### src/rtl/dma_rd_unpacker.sv
// -----------------------------------------------------------------------------
// dma_rd_unpacker
//
// Read-side width converter between the DMA read FIFO and the miner's host
// data port. Whole cache lines are popped from a show-ahead FIFO into a
// two-slot line buffer. They are then handed out as a stream of narrower words,
// least-significant word first. Lines and words are counted against a
// software-supplied line count, and completion is flagged when the last word
// of the last line has been accepted.
//
// Ports
//   clk          in   single clock, rising edge
//   rst_n        in   synchronous active-low reset
//   start        in   one-cycle pulse; latches line_count (ignored while busy)
//   line_count   in   [SIZE_WIDTH]  number of lines to move
//   dma_empty    in   DMA read FIFO empty; dma_rd_data valid while low
//   dma_rd_data  in   [LINE_WIDTH]  head line of the DMA read FIFO
//   dma_rd_en    out  pop strobe; the head line is captured in the same cycle
//   word_out     out  [WORD_WIDTH]  current output word
//   word_valid   out  word_out is valid
//   word_ready   in   consumer accepts word_out
//   word_last    out  final word of the final line
//   busy         out  transfer in progress
//   done         out  transfer finished; held until the next accepted start
//
// Handshake: a word moves on every rising edge where word_valid && word_ready.
// Once word_valid is raised, it stays high and word_out/word_last stay frozen
// until that transfer happens. Only reset can drop word_valid early.
// dma_rd_en depends only on registered state, dma_empty and rst_n, so there is
// no combinational path from word_ready.
// -----------------------------------------------------------------------------
module dma_rd_unpacker #(
  parameter int LINE_WIDTH = 512,
  parameter int WORD_WIDTH = 32,
  parameter int SIZE_WIDTH = 43
) (
  input  logic                  clk,
  input  logic                  rst_n,
  input  logic                  start,
  input  logic [SIZE_WIDTH-1:0] line_count,
  input  logic                  dma_empty,
  input  logic [LINE_WIDTH-1:0] dma_rd_data,
  output logic                  dma_rd_en,
  output logic [WORD_WIDTH-1:0] word_out,
  output logic                  word_valid,
  input  logic                  word_ready,
  output logic                  word_last,
  output logic                  busy,
  output logic                  done
);

  // Words per line and the width of the word index within a line.
  localparam int WPL   = LINE_WIDTH / WORD_WIDTH;
  localparam int IDX_W = (WPL > 1) ? $clog2(WPL) : 1;

  localparam logic [IDX_W-1:0]      IDX_LAST = IDX_W'(WPL - 1);
  localparam logic [SIZE_WIDTH-1:0] ONE_LINE = SIZE_WIDTH'(1);

  localparam logic [1:0] ST_IDLE = 2'd0;
  localparam logic [1:0] ST_RUN  = 2'd1;
  localparam logic [1:0] ST_DONE = 2'd2;

  // ---------------------------------------------------------------------------
  // State
  // ---------------------------------------------------------------------------
  logic [1:0]            state_q,         state_d;
  logic [SIZE_WIDTH-1:0] total_q,         total_d;
  logic [SIZE_WIDTH-1:0] lines_fetched_q, lines_fetched_d;
  logic [SIZE_WIDTH-1:0] lines_done_q,    lines_done_d;
  logic [IDX_W-1:0]      idx_q,           idx_d;
  logic [1:0]            occ_q,           occ_d;
  logic                  head_q,          head_d;
  logic                  tail_q,          tail_d;
  logic [LINE_WIDTH-1:0] slot0_q,         slot0_d;
  logic [LINE_WIDTH-1:0] slot1_q,         slot1_d;

  // ---------------------------------------------------------------------------
  // Datapath and status decode
  // ---------------------------------------------------------------------------
  logic                  in_run;
  logic                  in_done;
  logic                  buf_full;
  logic                  more_to_fetch;
  logic                  pop;
  logic                  at_last_word;
  logic                  on_final_line;
  logic                  xfer;
  logic                  line_free;
  logic [LINE_WIDTH-1:0] head_line;
  logic [WORD_WIDTH-1:0] head_words [WPL];

  assign in_run        = (state_q == ST_RUN);
  assign in_done       = (state_q == ST_DONE);
  assign buf_full      = (occ_q == 2'd2);
  assign more_to_fetch = (lines_fetched_q < total_q);

  // rst_n is included so no pop can be issued while reset is asserted, even
  // for the cycle before the registered state clears.
  assign pop = in_run && !dma_empty && !buf_full && more_to_fetch && rst_n;

  assign head_line = head_q ? slot1_q : slot0_q;

  for (genvar k = 0; k < WPL; k++) begin : g_words
    assign head_words[k] = head_line[k*WORD_WIDTH +: WORD_WIDTH];
  end

  assign at_last_word  = (idx_q == IDX_LAST);
  // total_q is non-zero whenever we are in RUN, so total_q-1 cannot underflow
  // while this term is used.
  assign on_final_line = (lines_done_q == (total_q - ONE_LINE));

  assign word_valid = in_run && (occ_q != 2'd0);
  assign word_out   = head_words[idx_q];
  assign word_last  = word_valid && at_last_word && on_final_line;

  assign xfer      = word_valid && word_ready;
  assign line_free = xfer && at_last_word;

  assign dma_rd_en = pop;
  assign busy      = in_run;
  assign done      = in_done;

  // ---------------------------------------------------------------------------
  // Next-state logic
  // ---------------------------------------------------------------------------
  always_comb begin
    state_d         = state_q;
    total_d         = total_q;
    lines_fetched_d = lines_fetched_q;
    lines_done_d    = lines_done_q;
    idx_d           = idx_q;
    occ_d           = occ_q;
    head_d          = head_q;
    tail_d          = tail_q;
    slot0_d         = slot0_q;
    slot1_d         = slot1_q;

    case (state_q)
      ST_IDLE, ST_DONE: begin
        if (start) begin
          total_d         = line_count;
          lines_fetched_d = '0;
          lines_done_d    = '0;
          idx_d           = '0;
          occ_d           = 2'd0;
          head_d          = 1'b0;
          tail_d          = 1'b0;
          state_d         = (line_count == '0) ? ST_DONE : ST_RUN;
        end
      end

      ST_RUN: begin
        // Fill side: capture the FIFO head into the tail slot.
        if (pop) begin
          if (tail_q) begin
            slot1_d = dma_rd_data;
          end else begin
            slot0_d = dma_rd_data;
          end
          tail_d          = ~tail_q;
          lines_fetched_d = lines_fetched_q + ONE_LINE;
        end

        // Drain side: step through the head line, releasing the slot after
        // its last word so the other slot is already waiting (no bubble).
        if (xfer) begin
          if (at_last_word) begin
            idx_d        = '0;
            head_d       = ~head_q;
            lines_done_d = lines_done_q + ONE_LINE;
          end else begin
            idx_d = idx_q + IDX_W'(1);
          end
        end

        // Fill and free in the same cycle leave occupancy unchanged.
        case ({pop, line_free})
          2'b10:   occ_d = occ_q + 2'd1;
          2'b01:   occ_d = occ_q - 2'd1;
          default: occ_d = occ_q;
        endcase

        if (xfer && word_last) begin
          state_d = ST_DONE;
        end
      end

      default: begin
        state_d = ST_IDLE;
      end
    endcase
  end

  // ---------------------------------------------------------------------------
  // Registers
  // ---------------------------------------------------------------------------
  // Reset discards buffered lines too; lines already popped from the DMA are
  // lost and software is expected to reissue the transfer.
  always_ff @(posedge clk) begin
    if (!rst_n) begin
      state_q         <= ST_IDLE;
      total_q         <= '0;
      lines_fetched_q <= '0;
      lines_done_q    <= '0;
      idx_q           <= '0;
      occ_q           <= 2'd0;
      head_q          <= 1'b0;
      tail_q          <= 1'b0;
      slot0_q         <= '0;
      slot1_q         <= '0;
    end else begin
      state_q         <= state_d;
      total_q         <= total_d;
      lines_fetched_q <= lines_fetched_d;
      lines_done_q    <= lines_done_d;
      idx_q           <= idx_d;
      occ_q           <= occ_d;
      head_q          <= head_d;
      tail_q          <= tail_d;
      slot0_q         <= slot0_d;
      slot1_q         <= slot1_d;
    end
  end

endmodule

### config.mk
export PLATFORM = sky130hd
export DESIGN_NAME = dma_rd_unpacker
export DESIGN_NICKNAME = d
export VERILOG_FILES = /design/src/rtl/dma_rd_unpacker.sv
export SDC_FILE = /design/constraint.sdc
export NUM_CORES = 2
export LEC_CHECK = 0
export CAP_MARGIN = 30
export CORE_ASPECT_RATIO = 1.2
export CORE_MARGIN = 2
export CORE_UTILIZATION = 51
export DETAILED_ROUTE_END_ITERATION = 12
export MAX_ROUTING_LAYER = met4
export PLACE_DENSITY = 0.76
export SETUP_SLACK_MARGIN = 0.3
export SYNTH_ARGS = -nofsm -noshare
export SYNTH_HDL_FRONTEND = slang
export SYNTH_SLANG_ARGS = --single-unit
### constraint.sdc
create_clock -name clk -period 3.3 [get_ports clk]
set_input_delay 0.66 -clock clk [delete_from_list [all_inputs] [get_ports clk]]
set_output_delay 0.66 -clock clk [all_outputs]
set_load 0.03 [all_outputs]
==> flow_metrics.tcl <==
set metrics [dict create \
    cp-end-kind "output port" \
    totalPowerFinal_mw 31.80 \
    yosysWarningCount 0 \
    worst-slew-pin-transition_ps 1271 \
    max-slew-margin-rel_pct 15.23 \
    synth_compound_area_share_pct 17.11 \
    synth.distinct_cells 63 \
    die_w_um 301.1 \
    grt_max_degree 298 \
    synth.top_cells.by_area "sky130_fd_sc_hd__dfxtp_1 (43%), sky130_fd_sc_hd__nand2_1 (15%), sky130_fd_sc_hd__a21boi_0 (15%)" \
    ioPinCount 597 \
    critical_path.top_delay_family "multiplexers" \
    crit_slowest_cell "sky130_fd_sc_hd__mux4_2" \
    grt_util_all_layers_pct 37.99 \
    leading_cell_type_in_the_layout_fill_and_taps_excluded "sky130_fd_sc_hd__nand2_1" \
    drt-pass1-iter-count 6 \
    buffer_ports.inserted 596 \
    number_of_antenna_violations_at_the_first_check_in_global_routing 71 \
    synth-async-reset-ratio_pct 0 \
    synth_fa_ha_area_share_pct 1.065 \
    synth_simple_gate_area_share_pct 19.06 \
    syn_nets 6594 \
    startpoint_type "flop" \
    synth_top_family_by_area "simple AND/OR/NAND/NOR gates" \
    place.gp.congestion 0.9339 \
    synthesis.instances 5988 \
    failed_checks "setup timing" \
    clkSinkCount 1163 \
    finalWorstSetupSlack_ps -743.3 \
    ir_drop_uv 485.7 \
    drt_drc_violations_left 0 \
    yosysSeqAreaShare_pct 43.09 \
    cp_cell_sequence "buf_6, clkbuf_16, buf_16, mux4_2, mux4_2, mux2_4, buf_6" \
    post-route-cell-area_mm2 0.07285 \
    power.leakage_nw 24.86 \
    unrepaired_setup_endpoints_after_global_routing "yes" \
    detailedRoute.firstIterationViolations 6734 \
    placed_area_mm2 0.06313 \
    initial_core_util_pct 51.50 \
    synth_xor_area_share_pct 1.459 \
    worstPathRequired_ps 2640 \
    num-nets-final 7336 \
    area_delta_synth_final_pct 34.85 \
    critical_path_class "flop to output port" \
    clk_pin_slew_ps 60 \
    core.rowCount 130 \
    synth-seq-cells 1163 \
    grt-ovfl-total 0 \
    vias_in_the_first_global_route 47800 \
    cts-buffers-inserted 114 \
    critical-path-max-stage-delay_ps 680 \
    report.final.hold_viol_count 0 \
    synth_enable_flop_cells 0 \
    via_per_inst 6.164 \
    timing.final.crit_period_ps 4043 \
    post-synth-top-area-cell "sky130_fd_sc_hd__dfxtp_1" \
    final.setup_skew_ps 21.83 \
    placeableCoreArea_mm2 0.1049 \
    crit_arrival_ps 3380 \
    synth_top_area_share_pct 43.09 \
    setup_viol_count_final 612 \
    outcome "finished, violations left" \
    route.vias.total 51010 \
    die_h_um 360.5 \
    wire_per_inst_um 26.00 \
    power_density_mw_per_mm2 436.5 \
    timing.critical_path.fanout_max 8 \
    fin_worst_hold_slack_ps 400.4 \
    wire_length_of_the_first_global_routing_pass_mm 302.2 \
    place_inst 7793 \
    dp.final_hpwl_mm 135.9 \
    final_cell_mix "sky130_fd_sc_hd__nand2_1 (2,130), sky130_fd_sc_hd__dfxtp_1 (1,140), sky130_fd_sc_hd__a21boi_0 (712)" \
    post_route_cells_drive_above_1_share_pct 19.12 \
    clock_tree.htree_level_count 3 \
    cts-root-buf "sky130_fd_sc_hd__clkbuf_16" \
    post-route-period-util_pct 122.5 \
    drv_slew 0 \
    cts_tree "yes" \
    final_cell_count_no_fill 8275 \
    hold_removal_path_class "input port to flop" \
    yosys_most_used_dff "sky130_fd_sc_hd__dfxtp_1" \
    worst_skew_pair_latency_ps 740 \
    post_synth.cell_area_avg_um2 9.023 \
    maximum_clock_rate_mhz 247.3 \
    synthMuxAreaShare_pct 14.20 \
    syn_area_mm2 0.05403 \
    cp.buffers_inverters 4 \
    maxCapViolations 0 \
    clk_path_buf_depth 3 \
    detail_route.wirelength_mm 215.2 \
    ant_nets 0 \
    fp.dieArea_mm2 0.1086 \
    utilization_pct 69.44 \
]
per-stage QoR:
step,TNS (ps),setup slack [ps]
6_report,-61220,-743.3
3_5_place_dp,-117.1,-90.38
3_3_place_gp,-54.23,-54.23
2_1_floorplan,0,253.0
5_1_grt,-127280,-804.1
4_1_cts,-41340,-695.6
cells in the mapped netlist (3+ instances only):
| library cell | count |
|---|---|
| sky130_fd_sc_hd__nand4_1 | 33 |
| sky130_fd_sc_hd__and4_1 | 8 |
| sky130_fd_sc_hd__nor4_1 | 21 |
| sky130_fd_sc_hd__mux2_2 | 34 |
| sky130_fd_sc_hd__inv_1 | 53 |
| sky130_fd_sc_hd__ha_1 | 46 |
| sky130_fd_sc_hd__or2_2 | 4 |
| sky130_fd_sc_hd__o31ai_1 | 40 |
| sky130_fd_sc_hd__o21ai_0 | 30 |
| sky130_fd_sc_hd__o211ai_1 | 4 |
| sky130_fd_sc_hd__xor2_1 | 42 |
| sky130_fd_sc_hd__o2111ai_1 | 3 |
| sky130_fd_sc_hd__nand3_1 | 44 |
| sky130_fd_sc_hd__dfxtp_1 | 1163 |
| sky130_fd_sc_hd__a21oi_1 | 79 |
| sky130_fd_sc_hd__mux2i_1 | 8 |
| sky130_fd_sc_hd__nand2_1 | 2205 |
| sky130_fd_sc_hd__clkbuf_1 | 278 |
| sky130_fd_sc_hd__nor3_1 | 27 |
| sky130_fd_sc_hd__nor2b_1 | 12 |
| sky130_fd_sc_hd__or3_1 | 21 |
| sky130_fd_sc_hd__buf_2 | 159 |
| sky130_fd_sc_hd__a21o_1 | 11 |
| sky130_fd_sc_hd__mux4_2 | 320 |
| sky130_fd_sc_hd__nor2_1 | 71 |
| sky130_fd_sc_hd__nor4_2 | 4 |
| sky130_fd_sc_hd__o22ai_1 | 3 |
| sky130_fd_sc_hd__buf_1 | 31 |
| sky130_fd_sc_hd__nor3b_1 | 5 |
| sky130_fd_sc_hd__nand2b_1 | 3 |
| sky130_fd_sc_hd__and2_1 | 8 |
| sky130_fd_sc_hd__or4_1 | 41 |
| sky130_fd_sc_hd__and3_1 | 23 |
| sky130_fd_sc_hd__a21boi_0 | 1070 |
| sky130_fd_sc_hd__xnor2_1 | 48 |
registers in the layout, indices dropped and copies added, names as in the netlist:
signal,count
slot0_q,512
slot1_q,512
lines_done_q,43
lines_fetched_q,43
total_q,43
idx_q,4
occ_q,2
state_q,2
head_q,1
tail_q,1
cell type report:
cell class,instances,area (um2)
diodes,68,170.2
inverters,54,215.2
fillers,7333,32060
clock inverters,42,615.6
well taps,1386,1734
flip-flops and latches,1163,23330
clock buffers,165,3294
multi-input cells,4302,29530
repair buffers,1095,13960
worst reg2reg max path, delay by kind of cell, from the launching register on:
family | cells | cell delay [ps]
buf+inv | 11 | 1420
simple gates | 5 | 580
fa+ha+maj | 1 | 200
flops | 1 | 320
compound gates | 3 | 930
power by group:
part           internal (mW)  switching, mW  total, mW
combinational           1.80           1.75       3.55
clock                   7.89           5.99       13.9
sequential              14.2          0.140       14.4
final timing paths:
check,startpoint,to,slack [ps],depth (start not counted)
setup / recovery,idx_q[0],word_out[21],-740,7
hold reg to reg,slot0_q[4],slot0_q[4],450,2
hold / removal,rst_n,occ_q[0],400,4
setup reg to reg,total_q[14],slot0_q[68],-220,20
what timing repair did:
item	in CTS	in global routing
endpoints found under the hold margin	0	0
hold buffers	0	0
buffers inserted	56	47
endpoints found under the setup margin	1090	1099
gates resized for setup	386	469
pin swaps	63	70
gates cloned	68	36
routing by layer:
metal | GRT usage, % | wire length (um)
met5 | - | 0
met2 | 56.06 | 95250
met4 | 24.16 | 16860
met1 | 47.66 | 78610
met3 | 7.489 | 24440
cell families after synthesis:
family | Yosys count
adders and majority gates | 46
buffers and inverters | 523
and+or+nand+nor | 2543
xor gates and xnor gates | 90
muxes | 362
DFF | 1163
AOI/OAI and AO/OA | 1261
Note: power is estimated with default switching activity, not from simulation.
